**config.mk**
```make
export PLATFORM = sky130hd
export DESIGN_NAME = dm_port_arbiter_flat
export DESIGN_NICKNAME = d
export VERILOG_FILES = /design/src/rtl/dm_port_arbiter_pkg.sv /design/src/rtl/dm_port_arbiter_if.sv /design/src/rtl/dm_port_arbiter_starve_ctr.sv /design/src/rtl/dm_port_arbiter.sv /design/src/flat_wrapper.sv
export SDC_FILE = /design/constraint.sdc
export NUM_CORES = 1
export LEC_CHECK = 0
export CORE_AREA = 2 2 89 91
export CTS_BUF_LIST = sky130_fd_sc_hd__clkbuf_8
export CTS_CLUSTER_DIAMETER = 200
export CTS_CLUSTER_SIZE = 16
export DETAILED_ROUTE_END_ITERATION = 12
export DIE_AREA = 0 0 91 93
export PLACE_DENSITY = 0.76
export SETUP_SLACK_MARGIN = 0.02
export SLEW_MARGIN = 20
export SYNTH_ARGS = -nofsm -noshare
export SYNTH_HDL_FRONTEND = slang
export SYNTH_SLANG_ARGS = --single-unit
```
**constraint.sdc**
```tcl
create_clock -name clk -period 1.51 [get_ports clk]
set_input_delay 0.151 -clock clk [delete_from_list [all_inputs] [get_ports clk]]
set_output_delay 0.151 -clock clk [all_outputs]
set_load 0.03 [all_outputs]
```
**src/rtl/dm_port_arbiter_pkg.sv**
```systemverilog
// Shared definitions for the data-memory port arbiter and its neighbours.
package mem_arb_pkg;

  // Width of the checker starvation counter (saturates at its all-ones value).
  localparam int STARVE_W = 4;

  // Default dm geometry, shared with the data memory itself.
  localparam int DM_ADDR_W = 7;
  localparam int DM_DATA_W = 32;

  // Which requester owns the read whose data returns next cycle.
  typedef enum logic [1:0] {
    OWN_NONE = 2'd0,
    OWN_CPU  = 2'd1,
    OWN_CHK  = 2'd2
  } owner_e;

endpackage

```
**src/rtl/dm_port_arbiter_if.sv**
```systemverilog
// Bundle of the CPU, checker and dm-pin signals around the dm port arbiter.
// The arbiter uses the slave view; requesters and the memory use master.
interface dm_port_arbiter_if #(
  parameter int ADDR_W = 7,
  parameter int DATA_W = 32
);

  // CPU MEM-stage port
  logic              cpu_req;
  logic              cpu_wr;
  logic [ADDR_W-1:0] cpu_addr;
  logic [DATA_W-1:0] cpu_wdata;
  logic              cpu_gnt;
  logic              cpu_stall;
  logic              cpu_rvalid;
  logic [DATA_W-1:0] cpu_rdata;

  // Checker reference-read port
  logic              chk_req;
  logic [ADDR_W-1:0] chk_addr;
  logic              chk_gnt;
  logic              chk_rvalid;
  logic [DATA_W-1:0] chk_rdata;

  // Data-memory pins
  logic [ADDR_W-1:0] dm_addr;
  logic              dm_rd;
  logic              dm_wr;
  logic [DATA_W-1:0] dm_wdata;
  logic [DATA_W-1:0] dm_rdata;

  modport slave (
    input  cpu_req, cpu_wr, cpu_addr, cpu_wdata,
    output cpu_gnt, cpu_stall, cpu_rvalid, cpu_rdata,
    input  chk_req, chk_addr,
    output chk_gnt, chk_rvalid, chk_rdata,
    output dm_addr, dm_rd, dm_wr, dm_wdata,
    input  dm_rdata
  );

  modport master (
    output cpu_req, cpu_wr, cpu_addr, cpu_wdata,
    input  cpu_gnt, cpu_stall, cpu_rvalid, cpu_rdata,
    output chk_req, chk_addr,
    input  chk_gnt, chk_rvalid, chk_rdata,
    input  dm_addr, dm_rd, dm_wr, dm_wdata,
    output dm_rdata
  );

endinterface

```
**src/rtl/dm_port_arbiter_starve_ctr.sv**
```systemverilog
// Saturating count of consecutive cycles the checker asked and lost.
// force_chk tells the arbiter to hand the next contested slot to the checker.
module starve_ctr
  import mem_arb_pkg::*;
#(
  parameter int LIMIT = 4
) (
  input  logic clk,
  input  logic reset,
  input  logic inc,
  input  logic clr,
  output logic force_chk
);

  localparam logic [STARVE_W-1:0] CNT_MAX = '1;
  localparam logic [STARVE_W-1:0] LIMIT_V = STARVE_W'(LIMIT);

  logic [STARVE_W-1:0] cnt;

  // Count lost checker cycles; a grant clears, otherwise hold, saturate at max.
  // NOTE: sequential state is written with <= so every flop samples the
  // pre-edge values; blocking here would create order-dependent races.
  always_ff @(posedge clk or negedge reset) begin
    if (!reset) begin
      cnt <= '0;
    end else if (clr) begin
      cnt <= '0;
    end else if (inc && (cnt != CNT_MAX)) begin
      cnt <= cnt + 1'b1;
    end
  end

  assign force_chk = (cnt >= LIMIT_V);

endmodule

```
**src/rtl/dm_port_arbiter.sv**
```systemverilog
// Shares the single dm port between the CPU MEM stage (default winner) and
// the checker's reference reads, with aging so the checker is never starved.
// Read data comes back one cycle after the grant and is steered by rd_owner.
module dm_port_arbiter
  import mem_arb_pkg::*;
#(
  parameter int ADDR_W       = DM_ADDR_W,
  parameter int DATA_W       = DM_DATA_W,
  parameter int STARVE_LIMIT = 4
) (
  input  logic                clk,
  input  logic                reset,
  dm_port_arbiter_if.slave    bus,
  output logic [15:0]         conflict_cnt
);

  logic              force_chk;
  logic              cpu_win;
  logic              chk_win;
  logic              both_req;
  logic [ADDR_W-1:0] addr_mux;
  logic              rd_mux;
  logic              wr_mux;
  logic [DATA_W-1:0] wdata_mux;
  owner_e            next_owner;
  owner_e            rd_owner;

  assign both_req = bus.cpu_req & bus.chk_req;

  // Aging counter: checker lost this cycle -> count up; checker granted -> clear.
  starve_ctr #(
    .LIMIT (STARVE_LIMIT)
  ) u_starve (
    .clk       (clk),
    .reset     (reset),
    .inc       (bus.chk_req & ~chk_win),
    .clr       (chk_win),
    .force_chk (force_chk)
  );

  // Winner selection and dm pin mux; zero-latency, driven from live requests.
  // NOTE: every output of this block gets a default first, so no path
  // leaves a value unassigned and no latch can be inferred.
  always_comb begin
    cpu_win    = bus.cpu_req & ~(bus.chk_req & force_chk);
    chk_win    = bus.chk_req & ~cpu_win;
    addr_mux   = '0;
    rd_mux     = 1'b0;
    wr_mux     = 1'b0;
    wdata_mux  = '0;
    next_owner = OWN_NONE;
    if (cpu_win) begin
      addr_mux   = bus.cpu_addr;
      rd_mux     = ~bus.cpu_wr;
      wr_mux     = bus.cpu_wr;
      wdata_mux  = bus.cpu_wdata;
      next_owner = bus.cpu_wr ? OWN_NONE : OWN_CPU;
    end else if (chk_win) begin
      addr_mux   = bus.chk_addr;
      rd_mux     = 1'b1;
      next_owner = OWN_CHK;
    end
  end

  assign bus.cpu_gnt   = cpu_win;
  assign bus.cpu_stall = bus.cpu_req & ~cpu_win;
  assign bus.chk_gnt   = chk_win;
  assign bus.dm_addr   = addr_mux;
  assign bus.dm_rd     = rd_mux;
  assign bus.dm_wr     = wr_mux;
  assign bus.dm_wdata  = wdata_mux;

  // Remember who issued the read now in flight; reset drops any such read.
  always_ff @(posedge clk or negedge reset) begin
    if (!reset) begin
      rd_owner <= OWN_NONE;
    end else begin
      rd_owner <= next_owner;
    end
  end

  // Steer the returning dm word to its owner; the other side sees zero.
  assign bus.cpu_rvalid = (rd_owner == OWN_CPU);
  assign bus.chk_rvalid = (rd_owner == OWN_CHK);
  assign bus.cpu_rdata  = (rd_owner == OWN_CPU) ? bus.dm_rdata : '0;
  assign bus.chk_rdata  = (rd_owner == OWN_CHK) ? bus.dm_rdata : '0;

  // Count cycles with both requests asserted, saturating at all-ones.
  always_ff @(posedge clk or negedge reset) begin
    if (!reset) begin
      conflict_cnt <= '0;
    end else if (both_req && (conflict_cnt != 16'hFFFF)) begin
      conflict_cnt <= conflict_cnt + 16'd1;
    end
  end

endmodule

```
**src/flat_wrapper.sv**
```systemverilog
// flat-port wrapper written by rule: the top's interface ports become plain ports
module dm_port_arbiter_flat import mem_arb_pkg::*;
#(
  parameter int ADDR_W       = DM_ADDR_W,
  parameter int DATA_W       = DM_DATA_W,
  parameter int STARVE_LIMIT = 4
)
  (clk, reset, conflict_cnt, bus_cpu_req, bus_cpu_wr, bus_cpu_addr, bus_cpu_wdata, bus_cpu_gnt, bus_cpu_stall, bus_cpu_rvalid, bus_cpu_rdata, bus_chk_req, bus_chk_addr, bus_chk_gnt, bus_chk_rvalid, bus_chk_rdata, bus_dm_addr, bus_dm_rd, bus_dm_wr, bus_dm_wdata, bus_dm_rdata);
  dm_port_arbiter_if #(.ADDR_W(ADDR_W), .DATA_W(DATA_W)) bus_i ();
  input  logic clk;
  input  logic reset;
  output logic [15:0] conflict_cnt;
  input wire logic [$bits(bus_i.cpu_req)-1:0] bus_cpu_req;
  input wire logic [$bits(bus_i.cpu_wr)-1:0] bus_cpu_wr;
  input wire logic [$bits(bus_i.cpu_addr)-1:0] bus_cpu_addr;
  input wire logic [$bits(bus_i.cpu_wdata)-1:0] bus_cpu_wdata;
  output wire logic [$bits(bus_i.cpu_gnt)-1:0] bus_cpu_gnt;
  output wire logic [$bits(bus_i.cpu_stall)-1:0] bus_cpu_stall;
  output wire logic [$bits(bus_i.cpu_rvalid)-1:0] bus_cpu_rvalid;
  output wire logic [$bits(bus_i.cpu_rdata)-1:0] bus_cpu_rdata;
  input wire logic [$bits(bus_i.chk_req)-1:0] bus_chk_req;
  input wire logic [$bits(bus_i.chk_addr)-1:0] bus_chk_addr;
  output wire logic [$bits(bus_i.chk_gnt)-1:0] bus_chk_gnt;
  output wire logic [$bits(bus_i.chk_rvalid)-1:0] bus_chk_rvalid;
  output wire logic [$bits(bus_i.chk_rdata)-1:0] bus_chk_rdata;
  output wire logic [$bits(bus_i.dm_addr)-1:0] bus_dm_addr;
  output wire logic [$bits(bus_i.dm_rd)-1:0] bus_dm_rd;
  output wire logic [$bits(bus_i.dm_wr)-1:0] bus_dm_wr;
  output wire logic [$bits(bus_i.dm_wdata)-1:0] bus_dm_wdata;
  input wire logic [$bits(bus_i.dm_rdata)-1:0] bus_dm_rdata;
  assign bus_i.cpu_req = bus_cpu_req;
  assign bus_i.cpu_wr = bus_cpu_wr;
  assign bus_i.cpu_addr = bus_cpu_addr;
  assign bus_i.cpu_wdata = bus_cpu_wdata;
  assign bus_cpu_gnt = bus_i.cpu_gnt;
  assign bus_cpu_stall = bus_i.cpu_stall;
  assign bus_cpu_rvalid = bus_i.cpu_rvalid;
  assign bus_cpu_rdata = bus_i.cpu_rdata;
  assign bus_i.chk_req = bus_chk_req;
  assign bus_i.chk_addr = bus_chk_addr;
  assign bus_chk_gnt = bus_i.chk_gnt;
  assign bus_chk_rvalid = bus_i.chk_rvalid;
  assign bus_chk_rdata = bus_i.chk_rdata;
  assign bus_dm_addr = bus_i.dm_addr;
  assign bus_dm_rd = bus_i.dm_rd;
  assign bus_dm_wr = bus_i.dm_wr;
  assign bus_dm_wdata = bus_i.dm_wdata;
  assign bus_i.dm_rdata = bus_dm_rdata;
  dm_port_arbiter #(.ADDR_W(ADDR_W), .DATA_W(DATA_W), .STARVE_LIMIT(STARVE_LIMIT)) u_core (.clk(clk), .reset(reset), .bus(bus_i), .conflict_cnt(conflict_cnt));
endmodule
```
Word level (Yosys, flattened, before mapping)

Index checks and enable logic that the tools add are counted.

Register bits: 22
Output and inout bits: 126

Add/subtract/negate cells: 2
Magnitude comparators: 1
Eq/ne operators: 4
Multiplexer cells: 13
Bitwise operators: 10
Reduce and logical (&&, ||, !) cells: 3

Operators by type and width:

| kind                                                              | count |
|---|---|
| 2-to-1 mux 32 bit                                                 | 3 |
| adder 16 x 1 -> 16 bit, second input constant                     | 1 |
| inequality test 16 bit, second input constant                     | 1 |
| 2-to-1 mux 7 bit                                                  | 2 |
| 2-to-1 mux 4 bit                                                  | 2 |
| AND 1 bit                                                         | 6 |
| adder 4 x 1 -> 4 bit, second input constant                       | 1 |
| greater-or-equal comparator 4 x 3 -> 1 bit, second input constant | 1 |
| 2-to-1 mux 1 bit                                                  | 4 |
| 2-to-1 mux 2 bit                                                  | 2 |
| inequality test 4 bit, second input constant                      | 1 |
| NOT 1 bit                                                         | 4 |
| equality test 2 x 1 -> 1 bit, second input constant               | 1 |
| equality test 2 bit, second input constant                        | 1 |
| logical AND 1 bit                                                 | 2 |
| nonzero test 2 bit                                                | 1 |

Logic depth before layout (Yosys ltp)

Gate-level depths: netlist (run 1).

Word-level depth: 11
Gate-level depth with buffers: 6
Gate-level depth less buffers: 5

By module

From an unflattened synthesis (run 1), not the netlist that was laid out.

Cell total of the unflattened synthesis: 235
Area total of the unflattened synthesis: 1,900.6 sq um

Modules (own cells, without submodules):

| module          | instances | cells each | area an instance (sq um) | seq. area each (sq um) |
|---|---|---|---|---|
| dm_port_arbiter | 1         | 214        | 1,665.3                  | 450.4 |
| starve_ctr      | 1         | 21         | 235.2                    | 100.1 |

Least setup slack after synthesis (run 1)

OpenSTA, ideal clock, no wires.

Kind: reg2out
Start point: reg u_core.u_starve.cnt[3]
End point: out bus_dm_addr[4]
Arrival time: 1.779 ns
Data required time: 1.359 ns
Slack: -0.420 ns
Cell stages (with the launch flop): 6
Path buffers: 2
Path through: dfrtp_1 o21ai_0 and2_1 buf_2 buf_2 o21ai_0

Cells in the longest elaborated chain, start to end: 8

Ends and longest elaborated chain:

| item                                         | line                             | source |
|---|---|---|
| start, declared                              | dm_port_arbiter_starve_ctr.sv:18 | `logic [STARVE_W-1:0] cnt;` |
| start signal, assigned                       | dm_port_arbiter_starve_ctr.sv:29 | `cnt <= cnt + 1'b1;` |
| greater-or-equal comparator 4 x 3 -> 1 bit * | dm_port_arbiter_starve_ctr.sv:33 | `assign force_chk = (cnt >= LIMIT_V);` |
| AND 1 bit *                                  | dm_port_arbiter.sv:45            | `cpu_win = bus.cpu_req & ~(bus.chk_req & force_chk);` |
| NOT 1 bit *                                  | dm_port_arbiter.sv:45            |  |
| AND 1 bit *                                  | dm_port_arbiter.sv:45            |  |
| via bus_cpu_gnt                              | flat_wrapper.sv:17               | `output wire logic [$bits(bus_i.cpu_gnt)-1:0] bus_cpu_gnt;` |
| NOT 1 bit                                    | dm_port_arbiter.sv:46            | `chk_win = bus.chk_req & ~cpu_win;` |
| AND 1 bit                                    | dm_port_arbiter.sv:46            |  |
| 2-to-1 mux 7 bit                             | dm_port_arbiter.sv:58            | `end else if (chk_win) begin` |
| 2-to-1 mux 7 bit *                           | dm_port_arbiter.sv:52            | `if (cpu_win) begin` |
| end, declared                                | flat_wrapper.sv:26               | `output wire logic [$bits(bus_i.dm_addr)-1:0] bus_dm_addr;` |

Mark *: on every way through the listed nets, which the timed path passes. The rest lies on a longest branch.

Worst setup path after layout (run 1)

Start point: reg u_core.u_starve.cnt[3]
End point: out bus_dm_rd

Cells in the longest elaborated chain, start to end: 8

Ends and longest elaborated chain:

| item                                         | line                             | source |
|---|---|---|
| greater-or-equal comparator 4 x 3 -> 1 bit * | dm_port_arbiter_starve_ctr.sv:33 |  |
| AND 1 bit *                                  | dm_port_arbiter.sv:45            |  |
| NOT 1 bit *                                  | dm_port_arbiter.sv:45            |  |
| AND 1 bit *                                  | dm_port_arbiter.sv:45            |  |
| NOT 1 bit                                    | dm_port_arbiter.sv:46            |  |
| AND 1 bit                                    | dm_port_arbiter.sv:46            |  |
| 2-to-1 mux 1 bit                             | dm_port_arbiter.sv:58            |  |
| 2-to-1 mux 1 bit *                           | dm_port_arbiter.sv:52            |  |
| end, declared                                | flat_wrapper.sv:27               | `output wire logic [$bits(bus_i.dm_rd)-1:0] bus_dm_rd;` |

Mark *: on every way between the ends. The rest lies on a longest branch, timed or not.

==> results.cfg, run 1 <==
[critical_path]
cells_traversed_along_the_worst_timing_path = o21ai_2, and2_4, buf_6, nor2b_4, or2_4, buf_6
critPathKind = reg -> out
arrival_ns = 1.51
cp.buffers_inverters = 2
critical_path_cell_count = 6
cell_family_contributing_the_most_delay_on_the_critical_path = simple AND/OR/NAND/NOR gates
cp_common_cell = buf_6
critical-path-slowest-cell = dfrtp_1
worst_setup_sp = u_core.u_starve.cnt[3]$_DFFE_PN0P_
reg2regPathDepth = 4
worstPathRequired_ns = 1.36
startpoint_type = register
rr_startpoint = u_core.conflict_cnt[6]$_DFFE_PN0P_
crit-reg2reg-capture = u_core.conflict_cnt[11]$_DFFE_PN0P_
worstSetupEndpointType = primary output
cp-endpoint = bus_dm_rd
rrSetupSlack_ns = -0.10
worst_path_largest_cell_delay_ns = 0.40
timing.critical_path.fanout_max = 3

[placed_design]
hpwl_um = 6390
portBuffers = 208
finalWeightedCongestion = 0.754

[pwr]
switchingPower_mw = 1.40
ir_drop_mv = 0.587
share_clk_of_total_power_pct = 13.0
power_leakage_nw = 2.36
power.share.sequential_pct = 25.6
power.share.combinational_pct = 61.3
p_sw_share_pct = 41.8
power_per_cell_area_nw_per_um2 = 696
p_int_mw = 1.96

[synthesis]
ys_warn_count = 0
synth-compound-area-share_pct = 4.04
synth-seq-area-share_pct = 30.2
net_count_after_synthesis = 313
ys_ff_latch = 22
yosysUniqueCellTypes = 30
combinational_family_with_the_most_area_after_synthesis = simple AND/OR/NAND/NOR gates
synth-xor-area-share_pct = 6.72
ys_top_cells_by_area = dfrtp_1 (30%), and2_1 (23%), and3_1 (12%), xor2_1 (5.8%), nand2_1 (3.9%)
area_of_the_mapped_netlist_um2 = 1830
synth_adder_area_share_pct = 1.37
fraction_of_synthesized_area_in_multiplexers_pct = 1.17
synth_top_area_share_pct = 30.2
post_synth_inst_count = 228
synth.avg_cell_area_um2 = 8.01
yosysTopAreaCell = dfrtp_1
yosys.area_share.simple_pct = 52.9

[final_layout]
layout-area-overhead-vs-synth_pct = 165
antennaDiodeCount = 0
net_count_reported_at_finish = 560
final_layout_size_suffix_gt1_share_pct = 47.3
layout.filler_cells = 597

[die]
initial_utilization_pct = 24.3
core_um2 = 7530
num_io_pins = 209
dieHeight_um = 93
chipWidth_um = 91
std_cell_rows = 32
floorplan.die_area_um2 = 8460

[global_route]
grt_overflow = 0
number_of_antenna_violations_at_the_first_check_in_global_routing = 0
via_count_of_the_first_global_routing_pass = 2632
gr-usage-all-layers_pct = 18.2
grt_first_pass_wirelength_um = 12600
grt_start_max_net_pins = 34

[sta]
finalSetupViolCount = 53
setup_ws_final_ns = -0.148
fin_setup_tns_ns = -3.68
fin_crit_ns = 1.66
final_min_period_over_clock_period_pct = 110
worstMarginPinSlew_ns = 0.422
final.setup_skew_ns = 0.000893
drv_slew = 0
hold_violations = 0
max_clock_freq_mhz = 603
hold-worst-slack_ns = 0.224
rsz0062_at_grt = true
worst_slew_margin_rel_pct = 71.6

[clock_network]
cts-hold-fix-buffers = 0
cts_tree = built
cts-root-to-sink-buffers = 2
cts_buffers = 3
cts.reportedPaths.clkPinSlew_ns = 0.08
htree_num_levels = 1
cts.root.buffer_cell = clkbuf_8
clkSinkCount = 22
worst_skew_pair.late_latency_ns = 0.27

[run_status]
violations = setup timing
status = complete, but fails checks

[detailed_routing]
routed_wire_per_std_cell_um = 15.2
topRoutingLayerUsed = met4
route.antenna.remaining_nets = 0
met2WireLength_um = 4970
drc = 0
vias_per_cell = 4.47
vias = 2573
first_iter_violations = 31
wl_met3_um = 665
totalWireLength_um = 8750
drt_pass1_iterations = 4
wl_met1_um = 2940

[worst_hold_path]
hold_class = in -> async

[flow_run]
number_of_maximum_capacitance_constraint_violations = 0
[state kept, by name, summed over array words and instances, names as in the netlist]
signal	count
u_core.rd_owner	2
u_core.u_starve.cnt	4
u_core.conflict_cnt	16
[worst min-delay path by stage]
stage | to | depth (start not counted) | slack (ns) | startpoint
finish | u_core.conflict_cnt[6]$_DFFE_PN0P_ | 2 | 0.22 | reset
global route | u_core.conflict_cnt[6]$_DFFE_PN0P_ | 2 | 0.24 | reset
CTS | u_core.conflict_cnt[2]$_DFFE_PN0P_ | 2 | 0.23 | reset
detailed placement | u_core.u_starve.cnt[0]$_DFFE_PN0P_ | 1 | 0.48 | u_core.u_starve.cnt[0]$_DFFE_PN0P_
global placement | u_core.u_starve.cnt[0]$_DFFE_PN0P_ | 1 | 0.47 | u_core.u_starve.cnt[0]$_DFFE_PN0P_
floorplan | u_core.conflict_cnt[0]$_DFFE_PN0P_ | 0 | -0.14 | reset
[Yosys cell counts (all sizes together)]
master	n
a21oi	1
and2	66
and3	35
and4bb	1
buf	2
clkbuf	13
dfrtp	22
ha	2
inv	2
mux2	1
mux2i	1
nand2	20
nand3	5
nand4	5
nor2	8
nor2b	6
nor3	5
nor3b	1
nor4	2
nor4b	1
o21a	1
o21ai	9
o311ai	1
or2	3
or4	1
xnor2	2
xor2	12
[layer usage]
layer / track usage [%] / up-vias
li1: - / 1259
met1: 17.6 / 1164
met2: 37.3 / 136
met3: 3.87 / 14
met4: 6.82 / 0
met5: 0 / -
[area by class of cell]
| type | instances | area, um2 | share of cell area, % |
|---|---|---|---|
| Timing Repair Buffer | 257 | 2640 | 54.6 |
| Multi-Input combinational cell | 189 | 1440 | 29.8 |
| Sequential cell | 22 | 566 | 11.7 |
| Tap cell | 102 | 128 | 2.64 |
| Clock buffer | 4 | 55.1 | 1.14 |
| Inverter | 2 | 7.51 | 0.155 |
[power groups by stage]
| stage | registers [mW] | logic [mW] | clock network (mW) |
|---|---|---|---|
| after floorplan | 1.06 | 0.714 | 0 |
| after global placement | 0.842 | 1.86 | 0 |
| after detailed placement | 0.849 | 1.89 | 0 |
| after CTS | 0.859 | 1.95 | 0.445 |
| after global routing | 0.882 | 2.19 | 0.473 |
| final | 0.863 | 2.06 | 0.439 |
[stage by stage]
stage / power, mW / utilization (%) / worst slack [ns] / cell area [um2] / cells
after floorplan: 1.78 / - / -0.211 / 1900 / 228
after detailed placement: 2.74 / 54.7 / -0.321 / 4120 / 563
after CTS: 3.25 / 59.3 / -0.151 / 4460 / 571
after global routing: 3.54 / 64.2 / -0.206 / 4840 / 576
after global placement: 2.71 / 54.7 / -0.309 / 4120 / 563
final: 3.36 / 64.2 / -0.148 / 4840 / 576
[cell usage in the layout (no fill, tap or decap), types with 8 or more instances in the layout]
cell type,count
dlygate4sd2_1,18
and2_1,63
xor2_1,12
nand2_1,15
clkdlybuf4s50_1,80
dfrtp_2,12
buf_6,109
dfrtp_1,10
o21ai_2,8
and3_1,30
buf_4,43
[cell families (layout without fill, tap and decap cells)]
logic type	count (synthesis)	after routing
AOI/OAI and AO/OA	12	12
and+or+nand+nor	159	159
muxes	2	2
buffers and inverters	17	263
DFF	22	22
adders and majority gates	2	2
xor gates and xnor gates	14	14
[timing repair]
action	in CTS	in global routing
pin swaps	11	8
resized for setup	90	86
gates cloned	1	0
setup buffers	3	5
endpoints found under the setup margin	115	122
[worst reg2reg max path, stage by stage (launching register included)]
cell and delay, ns:
dfrtp_2 0.41, nand3_2 0.11, or4_4 0.58, and4bb_1 0.30
xor2_1 0.14
Note: power is estimated with default switching activity, not from simulation.
==> run 2, diff against run 1 <==
Settings changed: SETUP_SLACK_MARGIN 0.02 to not set, SKIP_CTS_REPAIR_TIMING set to 1.
==> run 2 against run 1 <==
The run still ends with setup timing left. Final area decreased by 3.9%. Via count is 0.16% higher. Sequential power down 0.7%. Clock skew is 0.0045 ns higher. First-iteration DRC count rose by 71%. Largest cell class unchanged. Highest routed layer unchanged.
==> results.cfg, run 2 (same netlist as run 1, synthesis figures left out) <==
[run_status]
status = complete, but fails checks
violations = setup timing

[flow_run]
number_of_maximum_capacitance_constraint_violations = 0

[detailed_routing]
drt_pass1_iterations = 4
first_iter_violations = 53
vias = 2577
met2WireLength_um = 4670
topRoutingLayerUsed = met4
totalWireLength_um = 8380
routed_wire_per_std_cell_um = 14.8
vias_per_cell = 4.54
route.antenna.remaining_nets = 0
drc = 0
wl_met3_um = 630
wl_met1_um = 2960

[placed_design]
finalWeightedCongestion = 0.744
dpl_cell_area_um2 = 4070
hpwl_um = 6000
place_worst_setup_slack_ns = -0.377
portBuffers = 208
dp.cells = 559

[sta]
final.setup_skew_ns = 0.00541
hold-worst-slack_ns = 0.264
setup_ws_final_ns = -0.139
worstMarginPinSlew_ns = 0.385
drv_slew = 0
max_clock_freq_mhz = 606
fin_setup_tns_ns = -3.46
hold_violations = 0
worst_slew_margin_rel_pct = 74.1
final_min_period_over_clock_period_pct = 109
finalSetupViolCount = 59
fin_crit_ns = 1.65
rsz0062_at_grt = true

[final_layout]
layout.cells.most_common = clkdlybuf4s50_1
reg_top3 = u_core.conflict_cnt (16), u_core.u_starve.cnt (4), u_core.rd_owner (2)
final_core_utilization_pct = 61.8
final_cell_mix = clkdlybuf4s50_1 (81), buf_4 (80), buf_6 (67)
layout.cell_area.non_filler_um2 = 4650
number_of_flip_flops_in_the_largest_register = 16
final_layout_size_suffix_gt1_share_pct = 49.8
net_count_reported_at_finish = 552
antennaDiodeCount = 0
max_flop_register = u_core.conflict_cnt
finalNonFillerCells = 568
layout-area-overhead-vs-synth_pct = 155

[global_route]
grt_overflow = 0
grt_start_max_net_pins = 34
via_count_of_the_first_global_routing_pass = 2353
number_of_antenna_violations_at_the_first_check_in_global_routing = 0
grt_first_pass_wirelength_um = 11100
gr-usage-all-layers_pct = 15.5

[critical_path]
worstSetupEndpointType = register
worst_setup_sp = u_core.conflict_cnt[4]$_DFFE_PN0P_
rr_startpoint = u_core.conflict_cnt[4]$_DFFE_PN0P_
startpoint_type = register
timing.critical_path.fanout_max = 5
worstPathRequired_ns = 1.69
critPathKind = reg -> reg
arrival_ns = 1.83
rrSetupSlack_ns = -0.14
crit-reg2reg-capture = u_core.conflict_cnt[11]$_DFFE_PN0P_
reg2regPathDepth = 4

[pwr]
ir_drop_mv = 0.724
power_per_cell_area_nw_per_um2 = 723
post-layout-total-power_mw = 3.36
power_leakage_nw = 2.48

[worst_hold_path]
hold_class = in -> async

[die]
initial_utilization_pct = 24.3
num_io_pins = 209
std_cell_rows = 32
core_um2 = 7530
floorplan.die_area_um2 = 8460
dieHeight_um = 93
chipWidth_um = 91

[clock_network]
worst_skew_pair.late_latency_ns = 0.27
cts_buffers = 3
cts-root-to-sink-buffers = 2
clkSinkCount = 22
cts_tree = built
cts.reportedPaths.clkPinSlew_ns = 0.08
htree_num_levels = 1
cts.root.buffer_cell = clkbuf_8
run 2: cell count changes in the layout (fill, tap and decap cells not counted), moves of 5 or more:
cell / previous run / this run
and3_1: 30 / 35
buf_6: 109 / 67
buf_4: 43 / 80
dlymetal6s2s_1: 0 / 17
and3_4: 5 / 0
dlygate4sd2_1: 18 / 0
and2_4: 3 / 32
and2_1: 63 / 34
run 2: critical path, cell delays in order (launching register included):
cell,delay (ns)
dfrtp_2,0.42
nand3_2,0.11
or4_4,0.55
and4bb_1,0.31
xor2_1,0.17
run 2: how the worst max path moves through the flow:
stage | endpoint | depth (start not counted)
global route | u_core.conflict_cnt[11]$_DFFE_PN0P_ | 5
finish | u_core.conflict_cnt[11]$_DFFE_PN0P_ | 4
detailed placement | u_core.conflict_cnt[11]$_DFFE_PN0P_ | 5
global placement | u_core.conflict_cnt[11]$_DFFE_PN0P_ | 5
floorplan | u_core.conflict_cnt[1]$_DFFE_PN0P_ | 4
CTS | bus_dm_rd | 6
run 2: power breakdown:
| part | switching, mW | internal [mW] |
|---|---|---|
| Clock | 0.202 | 0.233 |
| Sequential | 0.143 | 0.715 |
| Combinational | 1.04 | 1.03 |
| Total | 1.38 | 1.98 |
run 2: cell type report:
| class | instances | area (um2) |
|---|---|---|
| Multi-Input combinational cell | 189 | 1430 |
| Tap cell | 102 | 128 |
| Sequential cell | 22 | 566 |
| Inverter | 2 | 7.51 |
| Fill cell | 603 | 2880 |
| Clock buffer | 4 | 55.1 |
| Timing Repair Buffer | 249 | 2460 |
run 2: per-layer routing:
layer,global-route usage (%),vias up
met4,3.28,0
met1,16.7,1208
met5,0,-
met2,30.9,124
li1,-,1237
met3,3.22,8
